===== config.mk =====
export PLATFORM = sky130hd
export DESIGN_NAME = alu_dispatch
export DESIGN_NICKNAME = d
export VERILOG_FILES = /design/src/rtl/alu_dispatch.sv
export SDC_FILE = /design/constraint.sdc
export NUM_CORES = 1
export LEC_CHECK = 0
export ABC_AREA = 1
export ABC_CLOCK_PERIOD_IN_PS = 4850
export BUFFER_PORTS_ARGS = -buffer_cell sky130_fd_sc_hd__buf_2
export CORE_MARGIN = 2
export CORE_UTILIZATION = 41
export CTS_CLUSTER_SIZE = 30
export DETAILED_ROUTE_END_ITERATION = 16
export SYNTH_ARGS = -nofsm -noshare
export SYNTH_HDL_FRONTEND = slang
export SYNTH_SLANG_ARGS = --single-unit
export TNS_END_PERCENT = 100

===== constraint.sdc =====
create_clock -name soc_clk -period 4.85 [get_ports soc_clk]
set_input_delay 0.97 -clock soc_clk [delete_from_list [all_inputs] [get_ports soc_clk]]
set_output_delay 0.97 -clock soc_clk [all_outputs]
set_load 0.05 [all_outputs]

===== src/rtl/alu_dispatch.sv =====
// Issue/retire stage around the ALU: queues CU operations, launches the head on
// ALU phase 01 and turns the ALU result into a writeback, branch or error pulse.
module alu_dispatch #(
  parameter int DEPTH = 4,
  parameter int RD_W  = 5
) (
  input  logic                     soc_clk,
  input  logic                     reset_n,
  input  logic                     flush,
  input  logic                     in_valid,
  output logic                     in_ready,
  input  logic [5:0]               in_op,
  input  logic [31:0]              in_rs1_val,
  input  logic [31:0]              in_rs2_val,
  input  logic [RD_W-1:0]          in_rd,
  output logic [31:0]              ALU_dat1,
  output logic [31:0]              ALU_dat2,
  output logic [5:0]               Instruction_from_CU,
  input  logic [1:0]               ALU_result_counter,
  input  logic                     ALU_ready,
  input  logic [31:0]              ALU_out,
  input  logic                     ALU_con_met,
  input  logic                     ALU_overflow,
  output logic                     wb_valid,
  output logic                     wb_we,
  output logic [RD_W-1:0]          wb_rd,
  output logic [31:0]              wb_data,
  output logic                     wb_ovf,
  output logic                     br_valid,
  output logic                     br_taken,
  output logic                     err_unsupported,
  output logic [$clog2(DEPTH):0]   count,
  output logic                     busy
);

  localparam int AW = $clog2(DEPTH);
  localparam int CW = AW + 1;
  localparam logic [CW-1:0] DEPTH_C = CW'(DEPTH);

  typedef enum logic [1:0] {
    CLS_NONE   = 2'd0,
    CLS_WRITE  = 2'd1,
    CLS_BRANCH = 2'd2
  } op_class_e;

  function automatic op_class_e classify(input logic [5:0] op);
    if (op >= 6'd4 && op <= 6'd9) return CLS_BRANCH;
    if (op == 6'd18 || op == 6'd19 || (op >= 6'd21 && op <= 6'd36)) return CLS_WRITE;
    return CLS_NONE;
  endfunction

  logic [5:0]      op_mem  [DEPTH];
  logic [31:0]     rs1_mem [DEPTH];
  logic [31:0]     rs2_mem [DEPTH];
  logic [RD_W-1:0] rd_mem  [DEPTH];

  logic [AW-1:0]   wr_ptr;
  logic [AW-1:0]   rd_ptr;
  logic            inflight_valid;
  logic [RD_W-1:0] inflight_rd;
  op_class_e       inflight_cls;

  logic            not_empty;
  logic            push;
  logic            launch;
  logic            complete;

  assign not_empty = (count != '0);
  assign in_ready  = (count < DEPTH_C);
  assign push      = in_valid && in_ready && !flush;
  assign launch    = (ALU_result_counter == 2'b01) && not_empty && !flush;
  assign complete  = ALU_ready && inflight_valid && !flush;
  assign busy      = not_empty || inflight_valid;

  // An empty queue presents opcode 0, which the ALU executes as a NOP.
  assign ALU_dat1            = not_empty ? rs1_mem[rd_ptr] : 32'd0;
  assign ALU_dat2            = not_empty ? rs2_mem[rd_ptr] : 32'd0;
  assign Instruction_from_CU = not_empty ? op_mem[rd_ptr]  : 6'd0;

  always_ff @(posedge soc_clk) begin
    if (push) begin
      op_mem[wr_ptr]  <= in_op;
      rs1_mem[wr_ptr] <= in_rs1_val;
      rs2_mem[wr_ptr] <= in_rs2_val;
      rd_mem[wr_ptr]  <= in_rd;
    end
  end

  always_ff @(posedge soc_clk or negedge reset_n) begin
    if (!reset_n) begin
      wr_ptr          <= '0;
      rd_ptr          <= '0;
      count           <= '0;
      inflight_valid  <= 1'b0;
      inflight_rd     <= '0;
      inflight_cls    <= CLS_NONE;
      wb_valid        <= 1'b0;
      wb_we           <= 1'b0;
      wb_rd           <= '0;
      wb_data         <= '0;
      wb_ovf          <= 1'b0;
      br_valid        <= 1'b0;
      br_taken        <= 1'b0;
      err_unsupported <= 1'b0;
    end else begin
      wb_valid        <= 1'b0;
      wb_we           <= 1'b0;
      wb_ovf          <= 1'b0;
      br_valid        <= 1'b0;
      br_taken        <= 1'b0;
      err_unsupported <= 1'b0;
      if (flush) begin
        wr_ptr         <= '0;
        rd_ptr         <= '0;
        count          <= '0;
        inflight_valid <= 1'b0;
      end else begin
        if (push)   wr_ptr <= wr_ptr + 1'b1;
        if (launch) rd_ptr <= rd_ptr + 1'b1;
        if (push && !launch)      count <= count + 1'b1;
        else if (launch && !push) count <= count - 1'b1;

        if (complete) begin
          case (inflight_cls)
            CLS_WRITE: begin
              wb_valid <= 1'b1;
              wb_rd    <= inflight_rd;
              wb_data  <= ALU_out;
              wb_we    <= (inflight_rd != '0);
              wb_ovf   <= ALU_overflow;
            end
            CLS_BRANCH: begin
              br_valid <= 1'b1;
              br_taken <= ALU_con_met;
            end
            default: err_unsupported <= 1'b1;
          endcase
        end

        // Launch and completion fall on different ALU phases; launch wins if a
        // misbehaving ALU ever lines them up.
        if (launch) begin
          inflight_valid <= 1'b1;
          inflight_rd    <= rd_mem[rd_ptr];
          inflight_cls   <= classify(op_mem[rd_ptr]);
        end else if (complete) begin
          inflight_valid <= 1'b0;
        end
      end
    end
  end

endmodule


### After elaboration in Yosys (flattened, before gate mapping)

Memories as Yosys holds them, arrays and structs flattened. A register that Yosys moved wholly into a read port is not among the register bits.
Cells that the tools add are included.

* add/sub/neg operators: 4
* order comparisons: 5
* equality and inequality tests: 5
* mux-type cells: 44
* bitwise logic cells: 1
* reductions and logical operators: 26

Operators by type and width (count)
* 32-bit 2-to-1 mux: 2
* 1-bit 2-to-1 mux: 30
* 2-bit 2-to-1 mux: 8
* 6-bit by 5-bit == test with 1-bit output (second input constant): 2
* 1-bit logical AND: 10
* 3-bit 2-to-1 mux: 3
* 3-bit nonzero test: 3
* 6-bit by 3-bit >= comparator with 1-bit output (second input constant): 1
* 6-bit by 5-bit >= comparator with 1-bit output (second input constant): 1
* 6-bit by 4-bit <= comparator with 1-bit output (second input constant): 1
* 6-bit <= comparator (second input constant): 1
* 6-bit 2-to-1 mux: 1
* 5-bit nonzero test: 1
* 2-bit by 1-bit adder with 2-bit output (second input constant): 2
* 2-bit by 1-bit == test with 1-bit output (second input constant): 2
* 1-bit zero test: 4
* 2-bit nonzero test: 2
* 3-bit by 1-bit adder with 3-bit output (second input constant): 1
* 1-bit logical OR: 3
* 3-bit less-than comparator (second input constant): 1
* 3-bit AND reduction: 1
* 3-bit by 1-bit subtractor with 3-bit output (second input constant): 1
* 2-bit == test (second input constant): 1
* 2-bit AND reduction: 1
* 2 further kinds: 2

* register bits after elaboration: 53
* memory bits (writable): 300
* output and inout port bits: 118
* logic and storage cells: 102
* memories kept: 4

Memories
* rs1_mem: words 4, bits a word 32, rd ports 1, clocked after Yosys merged registers in 0, write ports 1, RTL line 53 `logic [31:0] rs1_mem [DEPTH];`
* rs2_mem: words 4, bits a word 32, rd ports 1, clocked after Yosys merged registers in 0, write ports 1, RTL line 54 `logic [31:0] rs2_mem [DEPTH];`
* op_mem: words 4, bits a word 6, rd ports 1, clocked after Yosys merged registers in 0, write ports 1, RTL line 52 `logic [5:0] op_mem [DEPTH];`
* rd_mem: words 4, bits a word 5, rd ports 1, clocked after Yosys merged registers in 1, write ports 1, RTL line 55 `logic [RD_W-1:0] rd_mem [DEPTH];`

### Longest topological paths before layout

Gate-level depths: netlist of run 1.
An unclocked memory read counts as a cell.

* word-level depth: 11
* depth in mapped cells: 14

### Least setup slack after synthesis of run 1

No wires, ideal clock.

* kind: flip-flop to flip-flop
* start point: register count[2]
* end point: memory op_mem[0][0], enable pin
* setup time: 0.509 ns
* arrival: 4.603 ns
* required time: 4.341 ns
* slack: -0.262 ns
* stages on the path, launching flop included: 6
* buffers on the path: 0
* path through: dfrtp_1 > inv_1 > nand2_1 > nor2_1 > inv_1 > nor2_1

* longest elaborated chain between the ends: 5

RTL lines
* from (decl): RTL line 32 `output logic [$clog2(DEPTH):0] count,`
* from (signal assigned): RTL line 120 `if (push && !launch) count <= count + 1'b1;`
* from (signal assigned): RTL line 121 `else if (launch && !push) count <= count - 1'b1;`
* 3-bit less-than comparator: RTL line 69 `assign in_ready = (count < DEPTH_C);`
* via in_ready: RTL line 11 `output logic in_ready,`
* 1-bit logical AND (2 in a row): RTL line 70 `assign push = in_valid && in_ready && !flush;`
* 1-bit 2-to-1 mux: RTL line 81 `if (push) begin`
* 1-bit 2-to-1 mux (not written as such): RTL line 82 `op_mem[wr_ptr] <= in_op;`
* to (decl): RTL line 52

The timed path passes the listed nets, and every way through them passes these cells.

### Worst setup path in the final report of run 1

* start point: register rd_ptr[1]
* end point: output port ALU_dat2[9]

* longest elaborated chain between the ends: 2

RTL lines
* from (decl): RTL line 58 `logic [AW-1:0] rd_ptr;`
* from (signal assigned): RTL line 119 `if (launch) rd_ptr <= rd_ptr + 1'b1;`
* memory read 4 x 32 bit
* 32-bit 2-to-1 mux: RTL line 77 `assign ALU_dat2 = not_empty ? rs2_mem[rd_ptr] : 32'd0;`
* to (decl): RTL line 17 `output logic [31:0] ALU_dat2,`

Every way passes these cells.

==> impl_metrics.csv, run 1 <==
group,metric,value,unit
setup_path,crit_required,3880,ps
finish,most-common-layout-cells,"edfxtp_1, nor2_1, buf_2, nand2_1, o21ai_0",
setup_path,end_kind,"output port",
floorplan,ioPinCount,234,
global_routing,grt_first_pass_wirelength,48800,µm
finish,nets,1524,
global_routing,first_global_vias,9098,
timing,min_period,3600,ps
synthesis,synth-simple-area-share,0.132,
floorplan,start_util,0.417,
pwr,powerDensity,570,nW/µm²
timing,rsz0062_at_grt,"false",
synthesis,syn_inst,1171,
timing,relSlewSlack,0.358,
setup_path,path_class,"flip-flop to output port",
drt,drt_iter0_markers,561,
drt,vias,9161,
synthesis,yosys_warnings,0,
clock_tree,clock_path_buffers,3,
synthesis,syn_area_per_cell,11.9,µm²
synthesis,synth_cell_types,23,
timing,max_freq,277,MHz
drt,route.detailed.drc,0,
setup_path,worst-path-max-fanout,30,
clock_tree,ctsHoldBuffers,0,
job,cap_violations,0,
synthesis,synthMuxAreaShare,0,
timing,setup_tns,0,ps
timing,fin_skew,19.0,ps
floorplan,dieHeight,189,µm
synthesis,synth_compound_area_frac,0.0827,
finish,syn_to_final_growth,20.9,%
timing,fin_crit_sh,0.743,
clock_tree,cts_setup_buffers,0,
finish,instances_no_fill,1881,
global_routing,grt_antenna_before_repair,5,
floorplan,core.rowCount,67,
timing,setup_slack,1250,ps
place,dp_hpwl,18100,µm
timing,worstMarginPinSlew,963,ps
place,placedCellCount,1807,
pwr,leakagePower,6.75,nW
finish,final_common_cell,"edfxtp_1",
floorplan,fp.dieW,189,µm
drt,dr.pass1.iters,5,
clock_tree,clk_pin_slew_worst_paths,60,ps
worst_hold_path,hp-class,"flip-flop to flip-flop",
synthesis,synth_fa_ha_area_frac,0.00680,
drt,routed_wl,31200,µm
setup_path,crit_start,"rd_ptr[1]",
timing,finalSetupViolCount,0,
drt,wl_per_cell,16.6,µm
clock_tree,cts_root_buf,"clkbuf_16",
global_routing,gr-total-overflow,0,
global_routing,grt_max_degree,152,
place,pre_cts_ws,1750,ps
place,place.gp.congestion,0.773,
status,status,"finished clean",
clock_tree,cts_buffers,40,
floorplan,die_area,35600,µm²
clock_tree,post_cts_resized,0,
drt,avgViaCountPerCell,4.87,
timing,final-hold-violation-count,0,
setup_path,r2r-start,"count[2]",
global_routing,grt.total_usage,0.175,
timing,drv_slew,0,
synthesis,syn_nets,1294,
clock_tree,cts.sinks,358,
place,io_buffers,233,
synthesis,synth_top_family_by_area,"simple AND/OR/NAND/NOR gates",
floorplan,core_area,33500,µm²
clock_tree,clk-insertion-delay-late,540,ps
setup_path,startpoint_type,"flip-flop",
drt,drt.antenna.violating_nets,0,
clock_tree,cts_tree,"yes",
finish,drive_above_1_share,0.220,
pwr,ir_drop,0.358,mV
synthesis,synthXorXnorAreaFrac,0.000626,
synthesis,synth_area,14000,µm²
synthesis,ys_ff_latch,358,
clock_tree,h-tree-depth,2,
setup_path,worstPathArrival,2630,ps
synthesis,yosysSeqAreaShare,0.748,
worst_hold_path,min_from,"wb_data[23]",
path summary, 6_finish.rpt:
check                                  to  slack [ps]  cells past startpoint
setup / recovery              ALU_dat2[9]        1250                      6
hold / removal                wb_data[23]         470                      2
setup reg to reg           rs1_mem[3][28]        2280                      6
hold reg to reg               wb_data[23]         470                      2
max in group asynchronous       rd_ptr[1]        3740                      2
min in group asynchronous      wb_data[4]         580                      2
state kept, by name, summed over array words and instances, names as in the netlist, 2 cells and up:
name          cells
count             3
rs2_mem         128
inflight_rd       5
wb_rd             5
rd_mem           20
rd_ptr            2
wb_data          32
rs1_mem         128
wr_ptr            2
inflight_cls      2
op_mem           24
synth_stat cells, drive strengths merged:
cell    count  area [µm²]
o31ai       1        7.51
edfxtp    300        9010
nor2      285        1070
a31oi       1        6.26
nor3        2        10.0
clkbuf     24        90.1
buf        40         218
fa          1        20.0
inv        28         108
ha          6        75.1
o22ai       5        31.3
xnor2       1        8.76
nand3      18        90.1
dfrtp      58        1450
a21oi      68         340
nand2     178         673
o21ai     154         771
nand4       1        6.26
worst max-delay path, cell delays in order (launching register included):
cell and delay (ps):
dfrtp_4 640, inv_2 430, buf_4 440, nor2_1 90, o21ai_0 100, a21oi_1 110
buf_2 270
metrics by stage:
stage          power (mW)  area (µm²)  utilization  hold WS [ps]
2_1_floorplan        6.09       14000            -           474
3_3_place_gp         6.89       15700        0.467           457
5_1_grt              10.1       16900        0.504           502
3_5_place_dp         6.91       15700        0.467           461
6_report             9.64       16900        0.504           473
4_1_cts              9.75       16900        0.504           476
cell families after synthesis:
| group | Yosys count |
|---|---|
| AO/OA/AOI/OAI | 229 |
| XOR/XNOR | 1 |
| adder cells (fa/ha/maj) | 7 |
| buffers and inverters | 92 |
| flip-flops | 358 |
| AND/OR/NAND/NOR | 484 |
final cells by class:
cell class                 instances  area (µm²)
clock inverter                    17         158
fill                            2936       16600
timing repair buffer             252        1380
inverter                          28         108
multi-input combinational        721        3140
tap                              448         561
clock buffer                      54        1070
antenna                            3        7.51
sequential                       358       10500
per-layer routing:
metal  part of all wire  vias to the layer above  GRT usage
li1                   -                     4502          -
met1               0.43                     4323      0.220
met2               0.47                      279      0.288
met3              0.081                       53     0.0538
met4              0.025                        4     0.0613
met5            0.00067                        -          0
where the power goes:
part           internal [mW]  switching [mW]
sequential              3.63           0.111
combinational          0.623            2.44
clock                   1.67            1.16
total                   5.93            3.71
Note: power is estimated with default switching activity, not from simulation.
==> inputs of run 2 (changes only) <==
Settings changed: ABC_AREA 1 to 0, ABC_CLOCK_PERIOD_IN_PS 4850 to 3380.
Clock period 4.85 ns to 3.38 ns, I/O delays scaled along.
==> run 2 against run 1 <==
Compared with the run above:
- via count down 25%
- sequential power up 43%
- combinational power up 8.2%
- synthesized cell count down 44%
- largest power group unchanged
- highest routed layer unchanged
==> impl_metrics.csv, run 2 <==
group,metric,value,unit
floorplan,dieHeight,187,µm
finish,nets,1037,
timing,drv_slew,0,
timing,worstMarginPinSlew,608,ps
timing,relSlewSlack,0.595,
global_routing,gr-total-overflow,0,
pwr,power_frac_seq,0.425,
timing,hold_slack,27.6,ps
timing,max_freq,325,MHz
setup_path,reg2reg_to,"rs1_mem[2][14]",
finish,final_common_cell,"edfxtp_1",
status,status,"finished clean",
synthesis,synth_most_common_cell,"edfxtp_1",
setup_path,worstPathArrival,2400,ps
synthesis,ys.flop_type,"edfxtp_1",
synthesis,synth_commonest_cells,"edfxtp_1, and2_1, mux4_2",
finish,syn_to_final_growth,21.7,%
setup_path,crit_required,2700,ps
floorplan,start_util,0.413,
timing,min_period,3080,ps
place,place.gp.congestion,0.710,
synthesis,yosysSeqAreaShare,0.761,
drt,drt.antenna.violating_nets,0,
setup_path,end_kind,"output port",
pwr,p_clk_frac,0.311,
synthesis,ys_ff_latch,358,
clock_tree,ctsHoldBuffers,0,
clock_tree,cts.sinks,358,
timing,finalSetupViolCount,0,
synthesis,synth-simple-area-share,0.0499,
drt,avgViaCountPerCell,4.92,
clock_tree,cts_setup_buffers,0,
pwr,p_int,8.45,mW
pwr,switchingPower,4.09,mW
timing,fin_skew,17.5,ps
finish,most-common-layout-cells,"edfxtp_1, buf_2, mux4_2, and2_1, dfrtp_1",
floorplan,die_area,35000,µm²
synthesis,synth_area_leaders,"edfxtp_1, mux4_2, dfrtp_1, and2_1, mux2_2",
clock_tree,clock_path_buffers,3,
pwr,p_total,12.5,mW
synthesis,yosys_warnings,0,
synthesis,synth_edf_count,300,
finish,seqCellArea,10500,µm²
floorplan,core_area,33300,µm²
drt,vias,6858,
clock_tree,clk_pin_slew_worst_paths,60,ps
drt,wl_per_cell,18.9,µm
drt,routed_wl,26300,µm
setup_path,path_class,"flip-flop to output port",
clock_tree,h-tree-depth,2,
timing,fin_crit_sh,0.911,
timing,final-hold-violation-count,0,
drt,dr.pass1.iters,4,
synthesis,synth_area,13800,µm²
synthesis,synthXorXnorAreaFrac,0.00191,
clock_tree,cts_buffers,38,
global_routing,first_global_vias,7220,
finish,instances_no_fill,1393,
finish,drive_above_1_share,0.463,
place,placedCellCount,1322,
timing,setup_tns,0,ps
synthesis,syn_inst,651,
global_routing,grt.total_usage,0.152,
pwr,comb_power_share,0.264,
job,cap_violations,0,
finish,nFillCells,2759,
synthesis,synth_cell_types,39,
global_routing,grt_max_degree,50,
setup_path,worstRegToRegCells,4,
finish,top_regs,"rs1_mem x128, rs2_mem x128, wb_data x32",
timing,rsz0062_at_grt,"false",
place,dp_hpwl,16900,µm
setup_path,worst-path-max-fanout,31,
clock_tree,cts_tree,"yes",
pwr,p_sw_frac,0.326,
floorplan,core.rowCount,67,
place,io_buffers,233,
synthesis,synth_compound_area_frac,0.00664,
pwr,leakagePower,6.23,nW
setup_path,r2r-start,"count[2]",
synthesis,synthMuxAreaShare,0.158,
pwr,ir_drop,0.537,mV
floorplan,ioPinCount,234,
floorplan,fp.dieW,187,µm
synthesis,yosysTopAreaCell,"edfxtp_1",
drt,drt_iter0_markers,294,
clock_tree,clk-insertion-delay-late,510,ps
pwr,powerDensity,749,nW/µm²
synthesis,syn_area_per_cell,21.1,µm²
synthesis,async_reset_ff_frac,0.162,
synthesis,synth_top_family_by_area,"multiplexers",
finish,multi_input_area,3080,µm²
worst_hold_path,hp-class,"input port to asynchronous set/reset pin",
global_routing,grt_first_pass_wirelength,41200,µm
clock_tree,cts_root_buf,"clkbuf_16",
setup_path,reg2reg_slack,1250,ps
drt,route.detailed.drc,0,
clock_tree,post_cts_resized,0,
setup_path,startpoint_type,"flip-flop",
global_routing,grt_antenna_before_repair,6,
finish,final_util,0.503,
synthesis,synth_fa_ha_area_frac,0.00691,
synthesis,synth_top_area_frac,0.655,
synthesis,syn_nets,774,
[run 2: per-layer routing]
layer	track usage	share of wire
met5	0	0.0013
met1	0.199	0.42
met4	0.0418	0.019
met3	0.0398	0.076
met2	0.254	0.49
[run 2: worst max-delay path, cell delays in order, from the launching register on]
cell and delay [ps]:
dfrtp_4 590, buf_12 290, mux4_2 590, and2_1 200
buf_2 210
[run 2: power groups by stage]
stage                     combinational [mW]  sequential [mW]  clock, mW
after floorplan                         1.99             5.96          0
after global placement                  3.35             5.42          0
after detailed placement                3.36             5.43          0
after CTS                               3.37             5.34       4.02
after global routing                    3.50             5.38       4.20
final                                   3.31             5.33       3.90
[run 2: final cells by class]
class                      instances  share of cell area
clock buffer                      50              0.0620
timing repair buffer             252              0.0842
clock inverter                    18             0.00859
tap                              448              0.0335
sequential                       358               0.625
multi-input combinational        255               0.184
antenna                            3            0.000448
inverter                           9             0.00202
[run 2: how the worst max path moves through the flow]
stage / startpoint / to / slack [ps] / cells past startpoint
detailed placement: rd_ptr[0] / Instruction_from_CU[4] / 760 / 4
global route: rd_ptr[0] / Instruction_from_CU[4] / 130 / 4
global placement: rd_ptr[0] / Instruction_from_CU[3] / 760 / 4
CTS: rd_ptr[0] / Instruction_from_CU[4] / 200 / 4
floorplan: count[2] / op_mem[0][0] / 120 / 3
finish: rd_ptr[0] / Instruction_from_CU[4] / 300 / 4
[run 2: kinds of logic after synthesis]
logic type | after synthesis
DFF | 358
muxes | 118
and+or+nand+nor | 114
buffers and inverters | 38
AOI/OAI and AO/OA | 13
adders and majority gates | 7
xor gates and xnor gates | 3
[run 2: stage by stage]
stage	setup slack, ps	area, µm²
6_report	300	16700
5_1_grt	127	16700
3_3_place_gp	756	15600
3_5_place_dp	757	15600
2_1_floorplan	124	13800
4_1_cts	199	16700
